<file path="config.mk">
export PLATFORM = sky130hd
export DESIGN_NAME = stream_demux
export DESIGN_NICKNAME = d
export VERILOG_FILES = /design/src/rtl/stream_demux.sv
export SDC_FILE = /design/constraint.sdc
export NUM_CORES = 1
export LEC_CHECK = 0
export CORE_AREA = 4 4 41 43
export DETAILED_ROUTE_END_ITERATION = 6
export DIE_AREA = 0 0 45 47
export HOLD_SLACK_MARGIN = 0.12
export PLACE_DENSITY = 0.61
export SLEW_MARGIN = 20
export SYNTH_ARGS = -nofsm -noshare
export SYNTH_HDL_FRONTEND = slang
export SYNTH_SLANG_ARGS = --single-unit
</file>
<file path="constraint.sdc">
create_clock -name clk -period 1.4 [get_ports clk]
set_clock_uncertainty 0.05 [all_clocks]
set_input_delay 0.28 -clock clk [delete_from_list [all_inputs] [get_ports clk]]
set_output_delay 0.28 -clock clk [all_outputs]
set_load 0.005 [all_outputs]
</file>
<file path="src/rtl/stream_demux.sv">
// stream_demux: registered, packet-aware valid/ready demultiplexer routing one input stream to WIDTH outputs.
// Define STREAM_DEMUX_DROP_CNT_EN to add the saturating drop_count output for invalid-select packets.
module stream_demux #(
  parameter  int WIDTH     = 2,
  parameter  int SIZE      = 1,
  localparam int SEL_WIDTH = $clog2(WIDTH)
) (
  input  logic                 clk,
  input  logic                 rst,
  input  logic [SIZE-1:0]      in_data,
  input  logic                 in_valid,
  input  logic                 in_last,
  input  logic [SEL_WIDTH-1:0] in_sel,
  output logic                 in_ready,
  output logic [SIZE-1:0]      out_data [WIDTH],
  output logic [WIDTH-1:0]     out_valid,
  output logic [WIDTH-1:0]     out_last,
  input  logic [WIDTH-1:0]     out_ready
`ifdef STREAM_DEMUX_DROP_CNT_EN
  ,
  output logic [15:0]          drop_count
`endif
);

  typedef enum logic [1:0] {
    S_IDLE = 2'd0,
    S_PKT  = 2'd1,
    S_DROP = 2'd2
  } state_t;

  localparam logic [SEL_WIDTH:0] LP_SEL_LIMIT = (SEL_WIDTH+1)'(WIDTH);

  state_t               r_state;
  state_t               w_state_nxt;
  logic [SEL_WIDTH-1:0] r_lock_dest;
  logic [SIZE-1:0]      r_data;
  logic                 r_last;
  logic [SEL_WIDTH-1:0] r_dest;
  logic                 r_valid;

  logic                 w_sel_ok;
  logic                 w_dest_ready;
  logic                 w_free;
  logic                 w_route;
  logic [SEL_WIDTH-1:0] w_route_dest;

  // Select validity only matters when WIDTH is not a power of two.
  assign w_sel_ok = ({1'b0, in_sel} < LP_SEL_LIMIT);

  // Ready of the port currently owning the output register.
  always_comb begin
    w_dest_ready = 1'b0;
    for (int i = 0; i < WIDTH; i++) begin
      w_dest_ready = w_dest_ready | (out_ready[i] & (r_dest == SEL_WIDTH'(i)));
    end
  end

  assign w_free = !r_valid || w_dest_ready;

  // Next-state, input ready and routing decision.
  always_comb begin
    w_state_nxt  = r_state;
    in_ready     = w_free;
    w_route      = 1'b0;
    w_route_dest = r_lock_dest;
    case (r_state)
      S_IDLE: begin
        w_route_dest = in_sel;
        if (w_sel_ok) begin
          in_ready = w_free;
          w_route  = in_valid && w_free;
          if (in_valid && w_free && !in_last) begin
            w_state_nxt = S_PKT;
          end else begin
            w_state_nxt = S_IDLE;
          end
        end else begin
          // Invalid destination: swallow the whole packet without stalling.
          in_ready = 1'b1;
          if (in_valid && !in_last) begin
            w_state_nxt = S_DROP;
          end else begin
            w_state_nxt = S_IDLE;
          end
        end
      end
      S_PKT: begin
        in_ready = w_free;
        w_route  = in_valid && w_free;
        if (in_valid && w_free && in_last) begin
          w_state_nxt = S_IDLE;
        end else begin
          w_state_nxt = S_PKT;
        end
      end
      S_DROP: begin
        in_ready = 1'b1;
        if (in_valid && in_last) begin
          w_state_nxt = S_IDLE;
        end else begin
          w_state_nxt = S_DROP;
        end
      end
      default: begin
        in_ready    = w_free;
        w_state_nxt = S_IDLE;
      end
    endcase
  end

  // State register.
  always_ff @(posedge clk) begin
    if (rst) begin
      r_state <= S_IDLE;
    end else begin
      r_state <= w_state_nxt;
    end
  end

  // Destination lock, captured from the first beat of a routed packet.
  always_ff @(posedge clk) begin
    if (rst) begin
      r_lock_dest <= '0;
    end else if (w_route && (r_state == S_IDLE)) begin
      r_lock_dest <= in_sel;
    end
  end

  // Output register: load on routed beat, otherwise drain on the owner's ready.
  always_ff @(posedge clk) begin
    if (rst) begin
      r_valid <= 1'b0;
      r_data  <= '0;
      r_last  <= 1'b0;
      r_dest  <= '0;
    end else if (w_route) begin
      r_valid <= 1'b1;
      r_data  <= in_data;
      r_last  <= in_last;
      r_dest  <= w_route_dest;
    end else if (w_dest_ready) begin
      r_valid <= 1'b0;
    end
  end

  // Fan the shared register out; valid and last are decoded by destination.
  always_comb begin
    out_valid = '0;
    out_last  = '0;
    for (int i = 0; i < WIDTH; i++) begin
      out_data[i]  = r_data;
      out_valid[i] = r_valid && (r_dest == SEL_WIDTH'(i));
      out_last[i]  = r_valid && r_last && (r_dest == SEL_WIDTH'(i));
    end
  end

`ifdef STREAM_DEMUX_DROP_CNT_EN
  logic        w_drop_first;
  logic [15:0] r_drop_count;

  // In IDLE with an invalid select the input is always ready, so valid alone means accepted.
  assign w_drop_first = in_valid && (r_state == S_IDLE) && !w_sel_ok;

  // Saturating count of discarded packets.
  always_ff @(posedge clk) begin
    if (rst) begin
      r_drop_count <= 16'h0000;
    end else if (w_drop_first && (r_drop_count != 16'hFFFF)) begin
      r_drop_count <= r_drop_count + 16'h0001;
    end
  end

  assign drop_count = r_drop_count;
`endif

endmodule

</file>
# Yosys cells after proc, flatten, opt, wreduce, memory -nomap -nowiden
# Cells that the tools add are included.
[op_classes]
n_bitwise = 4
n_mux = 9
eq_ne = 2
n_reduce_logical = 16
[op_table]
columns = ["cell", "count"]
rows = [
  ["$logic_and A1 B1 Y1", 10],
  ["$mux W1", 7],
  ["$pmux W2 S3", 1],
  ["$and A1 B1 Y1", 2],
  ["$eq A2 B1 Y1 const B", 1],
  ["$eq A2 B2 Y1 const B", 1],
  ["$logic_not A1 Y1", 2],
  ["$logic_not A2 Y1", 1],
  ["$mux W2", 1],
  ["$reduce_bool A2 Y1", 1],
  ["$reduce_or A2 Y1", 1],
  ["$logic_or A1 B1 Y1", 1],
  ["$not A1 Y1", 1],
  ["$or A1 B1 Y1", 1],
]
[totals]
input_bits = 8
regBits = 7
out_inout_bits = 7
wordCells = 37

# Longest topological paths before layout
# Gate-level depths: netlist (run 1).
[logic_depth]
word_depth = 8
depth_mapped = 4
depth_no_buf = 3

# Worst setup path after synthesis (run 1)
# Ideal clock, no wire load.
[synth_timing]
path_type = "register to register"
from = "register r_dest"
to = "register r_dest"
setup_time_ns = 0.123
period_less_slack_ns = 1.294
path_slack_ns = 0.106
arrival_ns = 1.120
path_stages_with_launch = 4
required_time_ns = 1.227
n_path_buf = 0
path_cell_list = "dfxtp_1 > mux2i_2 > a21oi_2 > mux2_1"
[synth_via]
elab_chain_len = 6
word_cells_on_any_way = 7
classes_between = "mux (1); bitwise (4); reduce/logical (2)"
[synth_rtl]
columns = ["element", "line_no", "rtl"]
rows = [
  ["from (decl)", "38", "logic [SEL_WIDTH-1:0] r_dest;"],
  ["from (signal assigned)", "140", "r_dest <= w_route_dest;"],
  ["$not A1 Y1", "54", "w_dest_ready = w_dest_ready | (out_ready[i] & (r_dest == SEL_WIDTH'(i)));"],
  ["$and A1 B1 Y1", "54", ""],
  ["$or A1 B1 Y1 (*)", "54", ""],
  ["$logic_or A1 B1 Y1 (*)", "58", "assign w_free = !r_valid || w_dest_ready;"],
  ["$logic_and A1 B1 Y1 (*)", "71, 89", ""],
  ["$mux W1 (*)", "n/a", ""],
]
# Mark *: on every way between the ends. The rest lies on a longest branch, timed or not.
# A chain may end at the register's enable or synchronous reset.

# Worst setup path after layout (run 1)
[layout_timing]
from = "register r_dest"
to = "output in_ready"
[layout_via]
elab_chain_len = 5
word_cells_on_any_way = 6
classes_between = "mux (1); bitwise (4); reduce/logical (1)"
[layout_rtl]
columns = ["element", "line_no", "rtl"]
rows = [
  ["$not A1 Y1", "54", ""],
  ["$and A1 B1 Y1", "54", ""],
  ["$or A1 B1 Y1 (*)", "54", ""],
  ["$logic_or A1 B1 Y1 (*)", "58", ""],
  ["$mux W1 (*)", "n/a", ""],
  ["to (decl)", "14", "output logic in_ready,"],
]
# Marks and branches as above.

==> flow_summary.ini, run 1 <==
[setup_path]
end_kind = output port
startpoint_type = flip-flop
crit_required_ns = 1.07
worst_r2r_path_depth = 5
ff2ff_setup_slack_ns = 0.04
crit_type = flip-flop to output port
worst_ep_arrival_time_ns = 1.13
r2r_end = r_dest
rr_startpoint = r_dest
timing.critical_path.from = r_dest
crit_end = in_ready
cp_max_fo = 2

[synthesis]
syn_inst = 44
synth_common_cells = 8 x nand2b_1, 7 x dfxtp_1, 4 x mux2i_1, 3 x nand2_1
synth_top_area_share_pct = 36.0
synth_ff_type = dfxtp_1
synth_cell_type_count = 21
ys_ff_latch = 7
synth_area_um2 = 389
synth.most_common_cell = nand2b_1
synth_warnings = 0
async_reset_ff_share_pct = 0
yosysSeqAreaShare_pct = 36.0
avgSynthCellArea_um2 = 8.84
ys_top_cells_by_area = dfxtp_1 36%, nand2b_1 13%, mux2i_1 10%, a211oi_1 3.9%, buf_4 3.9%
yosysTopAreaCell = dfxtp_1
synth_nets = 52
synth-edff-count = 0

[floorplan]
core_um2 = 1300
io_pins = 15
num_rows = 13
die_y_um = 47
die_x_um = 45
start_util_pct = 29.9
dieArea_um2 = 2120

[drt]
wire_per_inst_um = 10.1
antenna_left = 0
drt_iter0_drc = 1
vias = 365
first_pass_iters = 2
via_per_inst = 4.35
drc = 0
wirelength_um = 852

[final_layout]
layoutNonFillerInstCount = 84
nets = 78
syn_to_final_growth_pct = 63.7
n_antenna_cell = 0
seqCellArea_um2 = 143
drive_gt1_share_pct = 39.1
final_area_um2 = 637
multi_input_area_um2 = 246
n_fill_cell = 138

[min_path]
hold_start = r_data
min_path_type = flip-flop to flip-flop

[global_route]
grt_pass1_vias = 303
grt_pass1_wl_um = 1350
grt_usage_pct = 9.01
grt_overflow = 0
antenna_found_initial = 0
grt_max_degree = 8

[job]
cap_viol_max_count = 0

[place]
io_buffer_count = 14
place_inst = 79
gp_congestion = 0.732
post-dp-hpwl_um = 646
post_dp_cell_area_um2 = 601

[timing]
rsz0062_at_grt = true
max_freq_mhz = 685
layout_setup_ws_ns = -0.0596
slew_headroom_pct = 81.7
hold_violations = 0
setup_viol_count_final = 1
min_period_ns = 1.46
worstMarginPinSlew_ns = 0.274
period_share_pct = 104
setup-tns-final_ns = -0.0596
finalMaxSlewViolations = 0

[outcome]
outcome = complete, but fails checks
violations = negative setup slack

[clock_network]
cts-htree-levels = 1
hold_buffers = 0
clock_path_buffers = 2
cts_tree = done
cts.sinks = 7
clkLatencyLatePin_ns = 0.25
clkTransAtPathRegs_ns = 0.06
clock-root-buffer = clkbuf_4
cts_made_buffers = 3

[power]
vdd_drop_max_uv = 483
power_density_nw_per_um2 = 842
finalPower_uw = 537
p_leak_nw = 0.289
[placed cells by master, fill, tap and decap left out]
cell / n
buf_4: 9
nand2b_1: 8
clkdlybuf4s50_1: 7
dfxtp_1: 5
mux2i_1: 4
buf_2: 4
nand2_1: 3
clkbuf_4: 3
nor2_1: 2
dlygate4sd2_1: 2
dfxtp_2: 2
buf_6: 2
and2b_1: 1
and2_1: 1
and3_1: 1
mux2i_2: 1
nand3_1: 1
or3_1: 1
a21boi_0: 1
a211oi_1: 1
a211oi_2: 1
a21oi_4: 1
nor2b_1: 1
or3b_2: 1
o21ai_0: 1
a21oi_2: 1
mux2_4: 1
a21oi_1: 1
clkbuf_1: 1
clkbuf_2: 1
[worst min-delay path by stage]
stage                     depth (start not counted)     endpoint
after global placement                            2  r_lock_dest
after global routing                              2       r_data
final                                             2       r_data
after CTS                                         2       r_data
after detailed placement                          2       r_data
after floorplan                                   1   r_state[1]
[state kept, by name, indices dropped and copies added (netlist names)]
signal	flops
r_valid	1
r_dest	1
r_last	1
r_lock_dest	1
r_data	1
r_state	2
[through the flow]
step | setup WS, ns | util [%] | hold slack, ns
floorplan | 0.106 | - | 0.324
global placement | -0.358 | 46.2 | 0.412
detailed placement | -0.358 | 46.2 | 0.425
CTS | -0.0696 | 48.4 | 0.432
global route | -0.100 | 48.9 | 0.466
finish | -0.0596 | 48.9 | 0.426
[final cells by class]
| type | count | share of cell area [%] |
|---|---|---|
| timing repair buffer | 25 | 31.8 |
| sequential | 7 | 22.4 |
| clock buffer | 4 | 4.13 |
| tap | 15 | 2.95 |
| multi-input combinational | 33 | 38.7 |
[per-layer routing]
| metal | part of all wire (%) | track usage, % | wire [µm] | up-vias |
|---|---|---|---|---|
| li1 | - | - | - | 197 |
| met1 | 46 | 13.0 | 392 | 157 |
| met2 | 45 | 11.9 | 380 | 11 |
| met3 | 9.2 | 2.30 | 78 | 0 |
| met4 | 0 | 5.26 | 0 | 0 |
| met5 | 0 | 0 | 0 | - |
[report_power, final]
part | internal, mW | switching [mW] | total (mW)
registers | 0.213 | 0.00922 | 0.222
logic | 0.0800 | 0.0459 | 0.126
clock network | 0.109 | 0.0795 | 0.189
total | 0.402 | 0.135 | 0.537
[worst max-delay path, cell delays in order (launching register included)]
cell	delay, ns
dfxtp_2	0.35
buf_6	0.10
mux2i_2	0.21
nand3_1	0.09
buf_2	0.13
[cell families (layout without fill, tap and decap cells)]
logic type	Yosys count	count (layout)	share of synthesized area [%]
AOI/OAI and AO/OA	7	7	11.9
DFF	7	7	36.0
and+or+nand+nor	20	20	29.6
muxes	6	6	16.7
buffers and inverters	4	29	5.79
[repair_timing]
| item | 4_1_cts | 5_1_grt |
|---|---|---|
| buffers inserted | 2 | 0 |
| resized for setup | 24 | 6 |
| endpoints found under the setup margin | 7 | 7 |
| pin swaps | 0 | 1 |
Power figures use the tool's default switching activity.
==> inputs of run 2 (changes only) <==
--- a/config.mk
+++ b/config.mk
@@ -6,10 +6,11 @@
 export NUM_CORES = 1
 export LEC_CHECK = 0
 export CORE_AREA = 4 4 41 43
+export CTS_CLUSTER_SIZE = 24
 export DETAILED_ROUTE_END_ITERATION = 6
 export DIE_AREA = 0 0 45 47
 export HOLD_SLACK_MARGIN = 0.12
-export PLACE_DENSITY = 0.61
+export PLACE_DENSITY = 0.64
 export SLEW_MARGIN = 20
 export SYNTH_ARGS = -nofsm -noshare
 export SYNTH_HDL_FRONTEND = slang
==> flow_summary.ini, run 2 (synthesis results as in run 1) <==
[drt]
drt_iter0_drc = 7
wire_per_inst_um = 10.4
via_per_inst = 4.52
vias = 384
drc = 0
antenna_left = 0
first_pass_iters = 4
wirelength_um = 885

[place]
post-dp-hpwl_um = 632
io_buffer_count = 14
post_dp_cell_area_um2 = 601
gp_congestion = 0.735
pre_cts_ws_ns = -0.351

[clock_network]
cts.sinks = 7
clock-root-buffer = clkbuf_4
cts_made_buffers = 3
clkTransAtPathRegs_ns = 0.05
hold_buffers = 0
clock_path_buffers = 2
clkLatencyLatePin_ns = 0.25
cts_tree = done
cts-htree-levels = 1

[power]
p_leak_nw = 0.294
pwr-share-seq_pct = 41.7
sw_frac_of_total_pct = 24.4
finalPower_uw = 531
power_switching_uw = 130
internal_power_uw = 401
vdd_drop_max_uv = 552
power_density_nw_per_um2 = 819
p_clk_share_pct = 34.5
comb_power_share_pct = 23.9

[final_layout]
final_common_cell = buf_4
syn_to_final_growth_pct = 66.6
n_antenna_cell = 0
mostFrequentLayoutCells = 11 x buf_4, 8 x nand2b_1, 7 x clkdlybuf4s50_1
final_area_um2 = 648
drive_gt1_share_pct = 37.1
fin_util_pct = 49.8
largest_reg_flops = 2
regMostFlops = r_state
nets = 79

[setup_path]
startpoint_type = primary input
worst_r2r_path_depth = 4
end_kind = output port
r2r_end = r_dest
cp_slowest_cell = clkdlybuf4s50_1
timing.critical_path.from = out_ready[0]
cp_max_fo = 2
crit_type = primary input to output port
crit_end = in_ready
crit_chain = clkdlybuf4s50_1 > mux2i_2 > nand3_1 > clkbuf_2
crit_required_ns = 1.07
max_stage_delay_ns = 0.41
rr_startpoint = r_state[1]
worst_ep_arrival_time_ns = 1.07
ff2ff_setup_slack_ns = 0.10

[global_route]
antenna_found_initial = 0
grt_overflow = 0
grt_max_degree = 8
grt_usage_pct = 9.27
grt_pass1_vias = 338
grt_pass1_wl_um = 1380

[job]
cap_viol_max_count = 0

[timing]
holdWs_ns = 0.426
layout_setup_ws_ns = -0.00249
min_period_ns = 1.40
period_share_pct = 100
finalMaxSlewViolations = 0
max_freq_mhz = 713
worstMarginPinSlew_ns = 0.251
hold_violations = 0
rsz0062_at_grt = true
slew_headroom_pct = 83.2
setup_viol_count_final = 1

[min_path]
min_path_type = flip-flop to flip-flop

[floorplan]
num_rows = 13
start_util_pct = 29.9
die_y_um = 47
core_um2 = 1300
die_x_um = 45
io_pins = 15
dieArea_um2 = 2120

[outcome]
outcome = complete, but fails checks
violations = negative setup slack
run 2: layout make-up:
| type | instances | area (µm²) |
|---|---|---|
| Sequential cell | 7 | 143 |
| Tap cell | 15 | 18.8 |
| Multi-Input combinational cell | 33 | 244 |
| Clock buffer | 4 | 26.3 |
| Timing Repair Buffer | 26 | 216 |
| Fill cell | 142 | 653 |
run 2: repair_timing:
action                                  4_1_cts  5_1_grt
pin swaps                                     0        1
gates resized for setup                      22        4
buffers inserted                              3        0
endpoints found under the setup margin        7        6
run 2: stage by stage:
stage	setup TNS (ns)	instances
final	-0.00249	85
after global routing	-0.0355	85
after CTS	-0.154	86
after detailed placement	-1.38	79
after global placement	-1.37	79
after floorplan	0	44
run 2: how the worst min path moves through the flow:
| stage | end | cells after the start | slack, ns | start |
|---|---|---|---|---|
| 6_report | r_lock_dest | 2 | 0.43 | r_lock_dest |
| 3_5_place_dp | r_lock_dest | 2 | 0.42 | r_lock_dest |
| 5_1_grt | r_last | 2 | 0.45 | r_last |
| 4_1_cts | r_lock_dest | 2 | 0.43 | r_lock_dest |
| 2_1_floorplan | r_state[1] | 1 | 0.32 | in_last |
| 3_3_place_gp | r_lock_dest | 2 | 0.41 | r_lock_dest |
run 2: power by group through the flow:
| stage | Clock [mW] | Combinational (mW) | Sequential, mW |
|---|---|---|---|
| after global placement | 0 | 0.119 | 0.225 |
| after floorplan | 0 | 0.0547 | 0.223 |
| after global routing | 0.204 | 0.137 | 0.222 |
| after CTS | 0.195 | 0.126 | 0.220 |
| final | 0.183 | 0.127 | 0.221 |
| after detailed placement | 0 | 0.119 | 0.225 |
run 2: routing by layer:
layer	share of wire [%]	vias up	GRT usage, %
met5	0	-	0
met4	0	0	3.51
met3	8.9	0	4.60
met2	47	15	14.1
met1	44	168	11.2
li1	-	201	-
run 2: critical path: cells and delay by family:
family,cells,cell delay [ns]
AND/OR/NAND/NOR,1,0.09
multiplexers,1,0.18
buffers and inverters,2,0.53
==> variant (settings of run 1) <==
The 3 states of `state_t` get a one-hot encoding in 3 bits.
--- a/src/rtl/stream_demux.sv
+++ b/src/rtl/stream_demux.sv
@@ -24,6 +24,6 @@
 
-  typedef enum logic [1:0] {
-    S_IDLE = 2'd0,
-    S_PKT  = 2'd1,
-    S_DROP = 2'd2
+  typedef enum logic [2:0] {
+    S_IDLE = 3'b001,
+    S_PKT  = 3'b010,
+    S_DROP = 3'b100
   } state_t;
Check against the original RTL: same outputs for any inputs over 10 cycles, from zero or initial values and one cycle with rst high; not proved beyond that.
==> variant against run 1 <==
The run still ends with setup timing left; final area is 25% higher; largest cell class unchanged; synthesized area is 20% higher; wire length is 31% higher; total power is 23% higher; worst setup slack worse by 0.059 ns; final cell count is 17% higher; sequential cell count is 1 higher.
==> variant: results (changes against run 1) <==
avgViaCountPerCell: 4.765  # was 4.345
detailed_place_hpwl_um: 861.2  # was 645.7 um
grt_pass1_wl_um: 1738  # was 1352 um
run_status: "finished with violations"  # unchanged
timing.critical_path.max_delay_family: "buffers and inverters"  # was flip-flops
route.detailed.wl_per_inst_um: 11.35  # was 10.14 um
compound_gate_portion_of_the_synthesized_area_pct: 22.19  # was 11.90%
yosys.area_share.xor_xnor_pct: 1.872  # was 0%
post_synth_most_frequent_cells: "8 x sky130_fd_sc_hd__dfxtp_1, 4 x sky130_fd_sc_hd__mux2i_1, 4 x sky130_fd_sc_hd__nor2_1, 4 x sky130_fd_sc_hd__nor2b_1"  # was 8 x sky130_fd_sc_hd__nand2b_1, 7 x sky130_fd_sc_hd__dfxtp_1, 4 x sky130_fd_sc_hd__mux2i_1
yosysSeqAreaShare_pct: 34.22  # was 36.01%
synth.lib_cells_used.distinct: 29  # was 21
biggest_area_contributors_in_the_synthesized_netlist: "sky130_fd_sc_hd__dfxtp_1 34%, sky130_fd_sc_hd__mux2i_1 8.6%, sky130_fd_sc_hd__a2111oi_4 5.9%, sky130_fd_sc_hd__nor2b_1 5.3%, sky130_fd_sc_hd__a21oi_1 3.2%"  # was sky130_fd_sc_hd__dfxtp_1 36%, sky130_fd_sc_hd__nand2b_1 13%, sky130_fd_sc_hd__mux2i_1 10%, sky130_fd_sc_hd__a211oi_1 3.9%, sky130_fd_sc_hd__buf_4 3.9%
final_critical_path_setup_slack_ns: -0.1182  # was -0.05956 ns
dp.cells: 93  # was 79
synth_cells: 52  # was 44
largest_register_ff_count: 3  # was 2
tns_ns: -0.7169  # was -0.05956 ns
syn-num-nets: 60  # was 52
detail_route.first_pass.iterations: 4  # was 2
post_route_cells_drive_above_1_share_pct: 50.60  # was 39.13%
timing.critical_path.arrival_ns: 1.19  # was 1.13 ns
path_max_fanout: 5  # was 2
report.final.setup_viol: 8  # was 1
irDropWorstVdd_v: 0.0006011  # was 0.0004834 V
pre_cts_slack_ns: -0.5149  # was -0.3585 ns
failing_checks: "setup timing"  # unchanged
worst_pin_slew_ns: 0.2666  # was 0.2742 ns
dr_total_vias: 467  # was 365
power.leakage_nw: 0.3425  # was 0.2885 nW
hold_path.startpoint: "r_lock_dest"  # was r_data
detailed_place.area_um2: 729.5  # was 600.6 um2
cellInternalPower_mw: 0.4817  # was 0.4019 mW
## variant: final cells by class
| type | count | area [um2] | share of cell area [%] |
|---|---|---|---|
| inverter | 2 | 7.507 | 0.9464 |
| sequential | 8 | 163.9 | 20.66 |
| multi-input combinational | 39 | 329.1 | 41.48 |
| tap | 15 | 18.77 | 2.366 |
| timing repair buffer | 31 | 251.5 | 31.70 |
| clock buffer | 3 | 22.52 | 2.839 |
## variant: per-layer routing
metal,global-route usage [%],part of all wire [%],vias to the layer above
li1,-,-,247
met1,13.82,43,203
met2,18.93,47,17
met3,6.130,10,0
met4,1.170,0,0
met5,0,0,-
## variant: tightest hold or removal path, cell delays in order, from the launching register on
cell	delay (ns)
sky130_fd_sc_hd__dfxtp_1	0.31
sky130_fd_sc_hd__o31ai_2	0.06
sky130_fd_sc_hd__a21oi_2	0.05
## variant: what timing repair did
item,4_1_cts,5_1_grt
resized for setup,19,14
setup buffers,1,1
endpoints found under the setup margin,11,10
pin swaps,5,8
## variant: logic make-up after synthesis
| kind of cell | after synthesis |
|---|---|
| and+or+nand+nor | 22 |
| AOI/OAI and AO/OA | 12 |
| DFF | 8 |
| buffers and inverters | 5 |
| muxes | 4 |
| xor gates and xnor gates | 1 |
## variant: final timing paths
path / end / slack [ns] / depth (start not counted)
min reg2reg: r_lock_dest / 0.41 / 2
min: r_lock_dest / 0.41 / 2
max reg2reg: r_dest / -0.11 / 6
max: out_valid[0] / -0.12 / 3
## variant: power groups by stage
stage	Clock [mW]	Sequential, mW	Combinational (mW)
floorplan	0	0.271	0.112
global placement	0	0.273	0.201
detailed placement	0	0.274	0.201
CTS	0.174	0.270	0.200
global route	0.183	0.276	0.242
finish	0.165	0.272	0.220
